`config.mk`:
```
export PLATFORM = sky130hd
export DESIGN_NAME = dual_path_logic_unit
export DESIGN_NICKNAME = d
export VERILOG_FILES = /design/src/rtl/dual_path_logic_unit.sv
export SDC_FILE = /design/constraint.sdc
export NUM_CORES = 1
export LEC_CHECK = 0
export CAP_MARGIN = 20
export CELL_PAD_IN_SITES_DETAIL_PLACEMENT = 1
export CELL_PAD_IN_SITES_GLOBAL_PLACEMENT = 1
export CORE_AREA = 3 3 139 141
export CTS_CLUSTER_SIZE = 40
export DETAILED_ROUTE_END_ITERATION = 10
export DIE_AREA = 0 0 142 144
export PLACE_DENSITY_LB_ADDON = 0.25
export SYNTH_ARGS = -nofsm -noshare
export SYNTH_HDL_FRONTEND = slang
export SYNTH_SLANG_ARGS = --single-unit
```
`constraint.sdc`:
```
create_clock -name clk -period 2.4 [get_ports clk]
set_input_delay 0.24 -clock clk [delete_from_list [all_inputs] [get_ports clk]]
set_output_delay 0.24 -clock clk [all_outputs]
set_load 0.05 [all_outputs]
```
`src/rtl/dual_path_logic_unit.sv`:
```
// dual_path_logic_unit
//   Multi-lane registered bitwise logic unit (AND/OR/XOR/XNOR). Every beat is computed
//   twice: once with the HDL operator (primary) and once with a per-bit truth table
//   (shadow). Both copies travel through an elastic valid/ready pipeline. The two copies
//   are compared when a beat is delivered. A mismatch sets a sticky flag and bumps a
//   saturating counter.
// Ports
//   clk, rst              clock, asynchronous active-low reset
//   in_valid/in_ready     input handshake (in_ready is combinational on out_ready)
//   op, a, b, fault_inj   beat payload; fault_inj flips shadow bit 0 of lane 0
//   out_valid/out_ready   output handshake
//   res                   primary-path result of the delivered beat
//   err, err_cnt, err_clr sticky mismatch flag, saturating mismatch count, sync clear
module dual_path_logic_unit #(
    parameter int unsigned WIDTH  = 8,
    parameter int unsigned LANES  = 4,
    parameter int unsigned STAGES = 2,
    parameter int unsigned CNT_W  = 8
) (
    input  logic                     clk,
    input  logic                     rst,
    input  logic                     in_valid,
    output logic                     in_ready,
    input  logic [1:0]               op,
    input  logic [LANES*WIDTH-1:0]   a,
    input  logic [LANES*WIDTH-1:0]   b,
    input  logic                     fault_inj,
    output logic                     out_valid,
    input  logic                     out_ready,
    output logic [LANES*WIDTH-1:0]   res,
    output logic                     err,
    output logic [CNT_W-1:0]         err_cnt,
    input  logic                     err_clr
);

    localparam int unsigned DW   = LANES * WIDTH;
    localparam int unsigned LAST = STAGES - 1;

    // Shadow path: truth table indexed by {op, a_bit, b_bit}.
    function automatic logic shadow_bit(input logic [1:0] f, input logic x, input logic y);
        logic r;
        r = 1'b0;
        case ({f, x, y})
            4'b00_11,
            4'b01_01, 4'b01_10, 4'b01_11,
            4'b10_01, 4'b10_10,
            4'b11_00, 4'b11_11: r = 1'b1;
            default:            r = 1'b0;
        endcase
        return r;
    endfunction

    logic [DW-1:0]     pri_c;
    logic [DW-1:0]     sha_c;
    logic [STAGES-1:0] vld_q;
    logic [STAGES-1:0] flt_q;
    logic [STAGES-1:0] adv_c;
    logic [DW-1:0]     pri_q [STAGES];
    logic [DW-1:0]     sha_q [STAGES];
    logic              hs_c;
    logic              mis_c;

    // Primary path
    always_comb begin
        pri_c = '0;
        case (op)
            2'b00:   pri_c = a & b;
            2'b01:   pri_c = a | b;
            2'b10:   pri_c = a ^ b;
            default: pri_c = ~(a ^ b);
        endcase
    end

    // Shadow path; bit 0 is bit 0 of lane 0, the fault injection point
    always_comb begin
        sha_c = '0;
        for (int i = 0; i < int'(DW); i++) begin
            sha_c[i] = shadow_bit(op, a[i], b[i]);
        end
        sha_c[0] = sha_c[0] ^ fault_inj;
    end

    // Stage i advances if out_ready or any stage from i to the output is empty;
    // written without a chain so the advance vector has no self-dependency.
    for (genvar gi = 0; gi < int'(STAGES); gi++) begin : g_adv
        assign adv_c[gi] = out_ready || !(&vld_q[LAST:gi]);
    end

    assign in_ready  = !vld_q[0] || adv_c[0];
    assign out_valid = vld_q[LAST];
    assign res       = pri_q[LAST];

    // Pipeline registers; payload only loads when the incoming slot is valid
    always_ff @(posedge clk or negedge rst) begin
        if (!rst) begin
            vld_q <= '0;
            flt_q <= '0;
            for (int i = 0; i < int'(STAGES); i++) begin
                pri_q[i] <= '0;
                sha_q[i] <= '0;
            end
        end else begin
            if (adv_c[0]) begin
                vld_q[0] <= in_valid;
                if (in_valid) begin
                    pri_q[0] <= pri_c;
                    sha_q[0] <= sha_c;
                    flt_q[0] <= fault_inj;
                end
            end
            for (int i = 1; i < int'(STAGES); i++) begin
                if (adv_c[i]) begin
                    vld_q[i] <= vld_q[i-1];
                    if (vld_q[i-1]) begin
                        pri_q[i] <= pri_q[i-1];
                        sha_q[i] <= sha_q[i-1];
                        flt_q[i] <= flt_q[i-1];
                    end
                end
            end
        end
    end

    assign hs_c  = vld_q[LAST] && out_ready;
    assign mis_c = hs_c && (pri_q[LAST] != sha_q[LAST]);

    // Error tracking; a mismatch coinciding with a clear wins over the clear
    always_ff @(posedge clk or negedge rst) begin
        if (!rst) begin
            err     <= 1'b0;
            err_cnt <= '0;
        end else if (err_clr) begin
            err     <= mis_c;
            err_cnt <= CNT_W'(mis_c);
        end else if (mis_c) begin
            err <= 1'b1;
            if (err_cnt != {CNT_W{1'b1}}) begin
                err_cnt <= err_cnt + CNT_W'(1);
            end
        end
    end

    a_stall_stable: assert property (@(posedge clk) disable iff (!rst)
        out_valid && !out_ready |=> $stable(res) && out_valid);

    a_no_fault_equiv: assert property (@(posedge clk) disable iff (!rst)
        hs_c && !flt_q[LAST] |-> pri_q[LAST] == sha_q[LAST]);

    a_err_monotonic: assert property (@(posedge clk) disable iff (!rst)
        err && !err_clr |=> err);

    a_cnt_monotonic: assert property (@(posedge clk) disable iff (!rst)
        !err_clr |=> err_cnt >= $past(err_cnt));

endmodule

```
======== Word-level counts from Yosys, hierarchy flattened ========
Memories as Yosys holds them, arrays and structs flattened. A register that Yosys moved wholly into a read port is not among the register bits.
Index checks and enable logic that the tools add are counted.
storage, ports and cells
  memories ................................ 32
  flip-flop bits (word level) ............. 139
  output and inout port bits .............. 43
  input port bits ......................... 72
  bits in writable memories ............... 0
  bits in latches ......................... 0
  memory bits (read-only) ................. 512
  word-level logic and storage cells ...... 102
memory list
  memory            depth  width  read ports  clocked after memory_dff  wr ports  line  source
  (name not given)  16     1      1           0                         0         43    case ({f, x, y})
  (name not given)  16     1      1           1                         0         43
  (name not given)  16     1      1           1                         0         43
  (name not given)  16     1      1           1                         0         43
  (name not given)  16     1      1           1                         0         43
  (name not given)  16     1      1           1                         0         43
  26 more memories  n/a    n/a    n/a         n/a                       n/a       n/a
cells by class
  add/sub/neg operators ................... 1
  equal/unequal tests ..................... 4
  multiplexer cells ....................... 6
  magnitude comparators ................... 0
  div/mod/pow operators ................... 0
  $mul .................................... 0
  shift-type cells ........................ 0
  bitwise gates (word level) .............. 5
  reductions and logical operators ........ 46
operators with widths
  cell                   count
  $pmux W32 S3           1
  $logic_not A1 Y1       34
  $and A32 B32 Y32       1
  $ne A32 B32 Y1         1
  $not A32 Y32           1
  $or A32 B32 Y32        1
  $xor A32 B32 Y32       1
  $mux W8                3
  $add A8 B1 Y8 const B  1
  $ne A8 B8 Y1 const B   1
  $reduce_and A2 Y1      4
  $reduce_bool A2 Y1     2
  $logic_or A1 B1 Y1     3
  $eq A2 B1 Y1 const B   1
  $eq A2 B2 Y1 const B   1
  $logic_and A1 B1 Y1    2
  $logic_not A2 Y1       1
  $mux W1                2
  $xor A1 B1 Y1          1

======== Longest topological paths before layout ========
  depth after elaboration ................. 4
  gate-level depth with buffers ........... 7
  depth with buffers taken out ............ 7

======== Worst setup path after synthesis ========
OpenSTA, ideal clock, no wires.
  path kind ............................... reg2reg
  from .................................... register vld_q[1]
  to ...................................... register sha_q[32] (netlist bit)
  period minus slack after synthesis ...... 2367 ps
  setup time .............................. 136 ps
  path slack .............................. 33 ps
  arrival ................................. 2231 ps
  stages on the path, launching flop included .. 6
  data required time ...................... 2264 ps
  buffers on the path ..................... 2
  cells stage by stage .................... dfrtp_1 > nand3b_1 > nand2_1 > clkbuf_1 > clkbuf_1 > o21ai_0
between the ends
  cells in the longest elaborated chain, start to end .. 4
ends and longest elaborated chain
  item                                line  source
  from (decl)                         55    logic [STAGES-1:0] vld_q;
  from (signal, indexed assignment)   113   vld_q[i] <= vld_q[i-1];
  $reduce_and A2 Y1                   86    assign adv_c[gi] = out_ready || !(&vld_q[LAST:gi]);
  $logic_not A1 Y1                    86
  $logic_or A1 B1 Y1                  86
  $reduce_and A2 Y1 (no source line)  n/a
  to (signal, indexed assignment)     116   sha_q[i] <= sha_q[i-1];
  to (decl)                           59    logic [DW-1:0] sha_q [STAGES];
Every way passes these cells.
A chain may end at the register's enable or synchronous reset.

======== Final worst setup path ========
  from .................................... register sha_q[29] (netlist bit)
  to ...................................... register err_cnt[6]
between the ends
  cells in the longest elaborated chain, start to end .. 4
ends and longest elaborated chain
  item                                 line  source
  $ne A32 B32 Y1                       125   assign mis_c = hs_c && (pri_q[LAST] != sha_q[LAST]);
  $logic_and A1 B1 Y1                  125
  $reduce_bool A2 Y1 (no source line)  n/a
  $reduce_and A2 Y1 (no source line)   n/a
  to (signal assigned)                 134   err_cnt <= CNT_W'(mis_c);
  to (signal assigned)                 138   err_cnt <= err_cnt + CNT_W'(1);
  to (decl)                            32    output logic [CNT_W-1:0] err_cnt,
Every way passes these cells.

==> metrics.md <==
| Metric | Value |
|---|---|
| Status | complete, no violations |
| Sum Neg Setup Slack | 0 ns |
| Part of the power in registers | between 30% and 40% |
| Initial antenna violation count | 0 |
| Post_cts resized | 0 |
| Total CTS buffers | 17 |
| Die Area | 20400 µm² |
| TritonCTS Sinks | 139 |
| Synth cell types | 40 |
| Largest net degree at the start of global routing | 65 |
| Final-report max-slew violation count | 0 |
| Die width | 142 µm |
| Tmin final | 2.16 ns |
| Largest family of logic cells by synthesized area | multiplexers |
| Number of synthesized flops with an enable pin | 0 |
| FFs w/ async S/R, synth | 100% |
| Combinational group share of total power | around 31% |
| DRC | 0 |
| Slowest-stage cell, CP | nor4_2 |
| Area grow syn2layout | 22.6% |
| Drt via density | 5.04 |
| Clock Skews | 0.00808 ns |
| Final #Nets | 933 |
| CP Max Fanout | 11 |
| Worst setup EP type | flop |
| Clock slew at reported path FFs | 0.06 ns |
| GP Congestion | between 0.7 and 0.8 |
| Critical setup path kind | flop to flop |
| Post-synthesis compound-gate area fraction | approximately 10% |
| Crit path launch type | flop |
| Max-cap violations | 0 |
| CP most frequent cell | nor4_2 |
| Hold Path Class | input port to async pin |
| H-tree depth | 4 |
| Routed WL per cell | ~17 µm |
| Vias in the first global route | 5628 |
| Share of Yosys cell area claimed by the top area cell type | 44.0% |
| Yosys reg bits | ~140 |
| Rows | about 50 |
| Ys flop type | dfrtp_1 |
| Sequential fraction of the synthesis area | 44.0% |
| Fmax | 462 MHz |
| Die H | between 100 and 150 µm |
| Worst endpoint data arrival time | 2.47 ns |
| Detail Route Antenna Nets | 0 |
| Simple-gate share of the synthesized area | 5.03% |
| Slew @ Worst Pin | 0.610 ns |
| Yosys warns | 0 |
| Setup Fix Bufs, Post-CTS | 0 |
| Tcrit/Tclk final | 90.2% |
| Synth Area in XOR/XNOR | 7.30% |
| Via count | roughly 5200 |
| CP cell instances | xnor2_1, nand4_1, nor4_2, and2_4, nor4_2, mux2_4 |
| Switching share of power | 33.3% |
| Post-Syn Instances | 716 |
| Setup-failing EPs final | 0 |
| IO Port Bufs | 114 |
| Synth area leader | dfrtp_1 |
| Slowest Stage Delay on Critical Path | 0.44 ns |
| Pwr Total | roughly 8.4 mW |
| TritonCTS clock tree | yes |
| Syn Std Cell Area | 7910 µm² |
| Max VDD drop | between 0.0004 and 0.0005 V |
| Most common cell in the netlist | dfrtp_1 |
| Global route overflow | 0 |
| Multiplexer area fraction after synthesis | 13.8% |
| Worst-Skew Late Latency | between 0.4 and 0.5 ns |
| Starting density of the core | 43.8% |
| First-pass GRT wire length | approximately 29000 µm |
| Req. time, crit path | 2.71 ns |
| Relative slew slack | 59.1% |
| DRT Pass-1 Iters | 4 |
| Boundary pin count | 115 |
| Antenna diodes | 0 |
| Int Pwr | 5.63 mW |
| Sw power | ~2.8 mW |
| Worst Reg-to-Reg Cells | 6 |
| Top post-synthesis cells by count | dfrtp_1 (139), inv_1 (97), xnor2_1 (66), ha_1 (65), mux2_2 (65) |
| Total track usage | 18.1% |
| Unrepaired setup endpoints after global routing | false |
| Total wire length | between 15000 and 20000 µm |
| Drt first-iter violations | 141 |
| Share of post-route cells with drive strength above 1 | 15.1% |
| Max Buffers Root-to-Sink | 2 |
| Hold Fails Final Rpt | 0 |
| Detailed placement HPWL | between 10000 and 15000 µm |
| Synth top area cells | dfrtp_1 (44%), ha_1 (10%), mux2_2 (9.2%) |
| Leakage | around 4.7 nW |
| Adder-cell share of the synthesized area | around a tenth |
| Hold_buf cts | 1 |
| Syn Nets | about 850 |
| Syn avg cell area | approximately 11 µm² |
| Clk pwr share | 30.7% |
| Core area | 18100 µm² |
| CTS root buf | clkbuf_16 |
| Pwr per Cell Area | 870 nW/µm² |
==> worst paths after layout <==
path	from	end	slack (ns)
setup / recovery	sha_q[29]	err_cnt[6]	0.24
hold / removal	rst	vld_q[1]	0.29
setup reg to reg	sha_q[29]	err_cnt[6]	0.24
hold reg to reg	sha_q[39]	sha_q[39]	0.47
max in group asynchronous	rst	pri_q[62]	1.42
min in group clk	sha_q[39]	sha_q[39]	0.47
==> power groups by stage <==
stage | Clock, mW | Sequential (mW) | Combinational, mW
6_report | 2.59 | 3.27 | 2.57
5_1_grt | 2.74 | 3.34 | 2.77
4_1_cts | 2.63 | 3.28 | 2.63
3_5_place_dp | 0 | 3.30 | 2.60
3_3_place_gp | 0 | 3.25 | 2.53
2_1_floorplan | 0 | 3.20 | 1.94
==> stage by stage <==
step	utilization, %	setup WS (ns)	area [µm²]	hold slack [ns]	instances
detailed placement	50.3	0.258	9100	0.164	1005
floorplan	-	0.0328	7910	-0.0556	716
finish	53.6	0.236	9700	0.294	1038
CTS	53.6	0.247	9700	0.299	1038
global route	53.6	0.156	9700	0.299	1038
global placement	50.3	0.274	9100	0.159	1005
==> final cells by class <==
type,instances,area (µm²)
fill,1870,8390
clock buffer,22,474
clock inverter,10,116
inverter,97,364
sequential,139,3480
multi-input combinational,414,3680
tap,229,287
timing repair buffer,127,1300
==> metal layers <==
metal  part of all wire (%)  vias up  track usage, %  wire (µm)
met3                    4.1       20            4.96        717
met4                    1.1        0            4.44        203
met1                     42     2611            21.3       7360
met2                     53       98            32.7       9400
met5                      0        -               0          0
li1                       -     2501               -          -
==> placed cells by master, fill, tap and decap left out, drive strengths merged, types with 3 or more instances in the layout <==
cell type | netlist | routed
a21o | 62 | 62
clkinv | 0 | 6
buf | 55 | 15
clkbuf | 11 | 22
ha | 65 | 65
nand3 | 3 | 3
nor4 | 5 | 5
xnor2 | 66 | 66
inv | 97 | 97
mux2i | 33 | 33
nand4 | 10 | 10
nand2 | 11 | 11
mux2 | 67 | 67
nand2b | 3 | 3
a211oi | 31 | 31
clkdlybuf4s50 | 0 | 111
nor2 | 37 | 37
dfrtp | 139 | 139
==> logic make-up after synthesis <==
| family | after synthesis |
|---|---|
| XOR/XNOR | 66 |
| AND/OR/NAND/NOR | 78 |
| flip-flops | 139 |
| multiplexers | 100 |
| adder cells (fa/ha/maj) | 65 |
| AO/OA/AOI/OAI | 105 |
| buffers and inverters | 163 |
==> state kept, by name, indices dropped and copies added, names as in the netlist <==
name     flops
err          1
err_cnt      8
pri_q       32
res         32
sha_q       64
vld_q        2
==> worst max-delay path, delay by kind of cell (launching register included) <==
| kind | cells | cell delay, ns |
|---|---|---|
| flops | 1 | 0.39 |
| simple gates | 4 | 1.02 |
| mux | 1 | 0.29 |
| xor+xnor | 1 | 0.36 |
No activity file was read; power rests on OpenSTA's default activity.
==> RTL change 1 (same flow settings) <==
`STAGES`: 2 -> 4.
--- a/src/rtl/dual_path_logic_unit.sv
+++ b/src/rtl/dual_path_logic_unit.sv
@@ -16,3 +16,3 @@
     parameter int unsigned LANES  = 4,
-    parameter int unsigned STAGES = 2,
+    parameter int unsigned STAGES = 4,
     parameter int unsigned CNT_W  = 8
Behaviour: not the same (a bounded check fails within 4 cycles, from zero or initial values and one cycle with rst low).
==> RTL change 1 against the original RTL <==
The run now fails in 4_1_cts. Area after synthesis up 59%.
==> RTL change 1: results <==
set metrics [dict create \
    clockBufferDepth 3 \
    dpl.cell_count 1330 \
    cts_root_buffer "clkbuf_16" \
    syn_nets 1186 \
    ctsHoldBuffers 1 \
    cts.sinks 269 \
    place_congestion 0.824 \
    cts_inserted_buffers 26 \
    place_hpwl_mm 27.1 \
    stop_error "[ERROR DPL-0033] detailed placement checks failed during check placement." \
    synthTopCellsByArea "dfrtp_1 (53%), mux2_2 (17%), ha_1 (6.4%)" \
    ys_async_sr_fraction_pct 100 \
    haltStage "4_1_cts" \
    syn-mean-instance-area_sq_um 12.0 \
    synth_common_cells "dfrtp_1 (269), nand2_1 (196), mux2_2 (193)" \
    yosysSeqAreaShare_pct 53.4 \
    outcome "stopped before the end" \
    portBuffers 114 \
    post_cts.repair.setup_buffers 1 \
    yosysWarnings 0 \
    yosysUniqueCellTypes 32 \
    cts_resized 9 \
    h-tree-depth 1 \
]
[RTL change 1: cell count changes after synthesis, moves of 16 or more]
cell	unedited run	this run
nand2_1	11	196
dfrtp_1	139	269
mux2_2	65	193
xnor2_1	66	1
a21o_1	62	0
nor2_1	37	2
mux2i_1	33	66
o21ai_0	1	34
xor2_1	0	32
a211oi_1	31	0
inv_1	97	68
buf_2	13	29
[RTL change 1: logic make-up after synthesis]
kind of cell | synth area share, %
mux | 22.6
fa+ha+maj | 6.45
compound gates | 2.01
xor+xnor | 2.29
buf+inv | 5.79
flops | 53.4
simple gates | 7.49
[RTL change 1: per-stage QoR]
stage	worst slack (ns)	area (sq um)	TNS, ns	utilization (%)
after global placement	0.206	13800	0	76.1
after detailed placement	-0.127	13800	-2.77	76.1
after floorplan	0.00283	12600	0	-
==> RTL change 2 (config.mk and constraints unchanged) <==
Made on the original files. Put one more register stage on the output `err`, with the module's reset. The value now appears one clock later. The other outputs are not delayed to match.
--- a/src/rtl/dual_path_logic_unit.sv
+++ b/src/rtl/dual_path_logic_unit.sv
@@ -37,2 +37,4 @@
     localparam int unsigned LAST = STAGES - 1;
+
+    logic err_s0;
 
@@ -129,9 +131,9 @@
         if (!rst) begin
-            err     <= 1'b0;
+            err_s0  <= 1'b0;
             err_cnt <= '0;
         end else if (err_clr) begin
-            err     <= mis_c;
+            err_s0  <= mis_c;
             err_cnt <= CNT_W'(mis_c);
         end else if (mis_c) begin
-            err <= 1'b1;
+            err_s0 <= 1'b1;
             if (err_cnt != {CNT_W{1'b1}}) begin
@@ -149,3 +151,3 @@
     a_err_monotonic: assert property (@(posedge clk) disable iff (!rst)
-        err && !err_clr |=> err);
+        err_s0 && !err_clr |=> err_s0);
 
@@ -154,2 +156,10 @@
 
+    always_ff @(posedge clk or negedge rst) begin
+        if (!rst) begin
+            err <= '0;
+        end else begin
+            err <= err_s0;
+        end
+    end
+
 endmodule
Check against the original RTL: not equivalent (a bounded check fails within 4 cycles, from zero or initial values and one cycle with rst low).
==> RTL change 2 against the original RTL <==
Wire length increased by 3.4%. Largest cell class unchanged. Total power decreased by 1.3%. Sequential cell count increased by 1. Area after synthesis grew 0.32%. Worst setup slack improved by 0.0016 ns. Critical endpoint is now err_cnt[5]. Cell area increased by 0.41%. Worst hold slack improved by 0.10 ns.
==> RTL change 2: results <==
set metrics [dict create \
    endpoint "err_cnt[5]" \
    ant_nets 0 \
    use_met2_pct 33.8 \
    syn_nets 854 \
    rrSetupSlack_ns 0.24 \
    viasPerCell 5.07 \
    muxShareOfSynthArea_pct 13.8 \
    hold_path.startpoint "err_s0" \
    p_per_area_nw_per_um2 855 \
    switchingPower_mw 2.84 \
    portBuffers 114 \
    outcome "finished clean" \
    crit_arrival_ns 2.46 \
    cts_inserted_buffers 17 \
    place_hpwl_mm 13.4 \
    grt_util_met3_pct 4.27 \
    wl_mm 18.3 \
    synthXorXnorAreaFrac_pct 7.28 \
    p_clk_share_pct 29.1 \
    grt_use_met1_pct 21.4 \
    place_area_sq_um 9190 \
    synth_common_cells "dfrtp_1 (140), inv_1 (97), xnor2_1 (66)" \
    drive_above_1_share_pct 15.6 \
    place_congestion 0.774 \
    dr_total_vias 5291 \
    yosysSeqAreaShare_pct 44.1 \
    min_path_type "register to register" \
    synth_compound_area_share_pct 9.96 \
    antenna_found_initial 0 \
    synthCells 717 \
    seqPwrFrac_pct 39.5 \
    dpl.cell_count 1013 \
    grt_use_total_pct 18.4 \
    path_class "register to register" \
    hold_ws_ns 0.398 \
    drt_iter0_markers 221 \
    r2r-start "res[3]" \
    p_leak_nw 4.75 \
    synthTopCellsByArea "dfrtp_1 (44%), ha_1 (10%), mux2_2 (9.2%)" \
    top_register "sha_q" \
    synth_fa_ha_area_share_pct 10.2 \
    grt_pass1_vias 5791 \
    holdPathEnd "err" \
    grt_pass1_wl_mm 29.5 \
    fin_skew_ns 0.00974 \
    fmax_mhz 463 \
    irDropWorstVdd_mv 0.381 \
    grt_max_degree 70 \
    worst_pin_slew_ns 0.639 \
    nets 941 \
]
[RTL change 2: changes by cell type after synthesis]
cell	unedited run	this run
buf_1	8	9
dfrtp_1	139	140
clkbuf_1	11	10
[RTL change 2: cell type report]
| class | count | area (sq um) |
|---|---|---|
| Inverter | 97 | 364 |
| Fill cell | 1893 | 8350 |
| Clock inverter | 10 | 93.8 |
| Multi-Input combinational cell | 414 | 3680 |
| Clock buffer | 20 | 447 |
| Timing Repair Buffer | 134 | 1360 |
| Tap cell | 229 | 287 |
| Sequential cell | 140 | 3500 |
[RTL change 2: critical path, cell delays in order, from the launching register on]
cell and delay (ns):
dfrtp_1 0.41, xnor2_1 0.26, nand4_1 0.20, nor4_2 0.50
and2_4 0.30, nor4_2 0.07, mux2_4 0.29
[RTL change 2: routing by layer]
layer  part of all wire (%)  up-vias
met2                     53       95
met1                     41     2661
li1                       -     2516
met3                    4.3       19
met4                    1.6        0
met5                      0        -
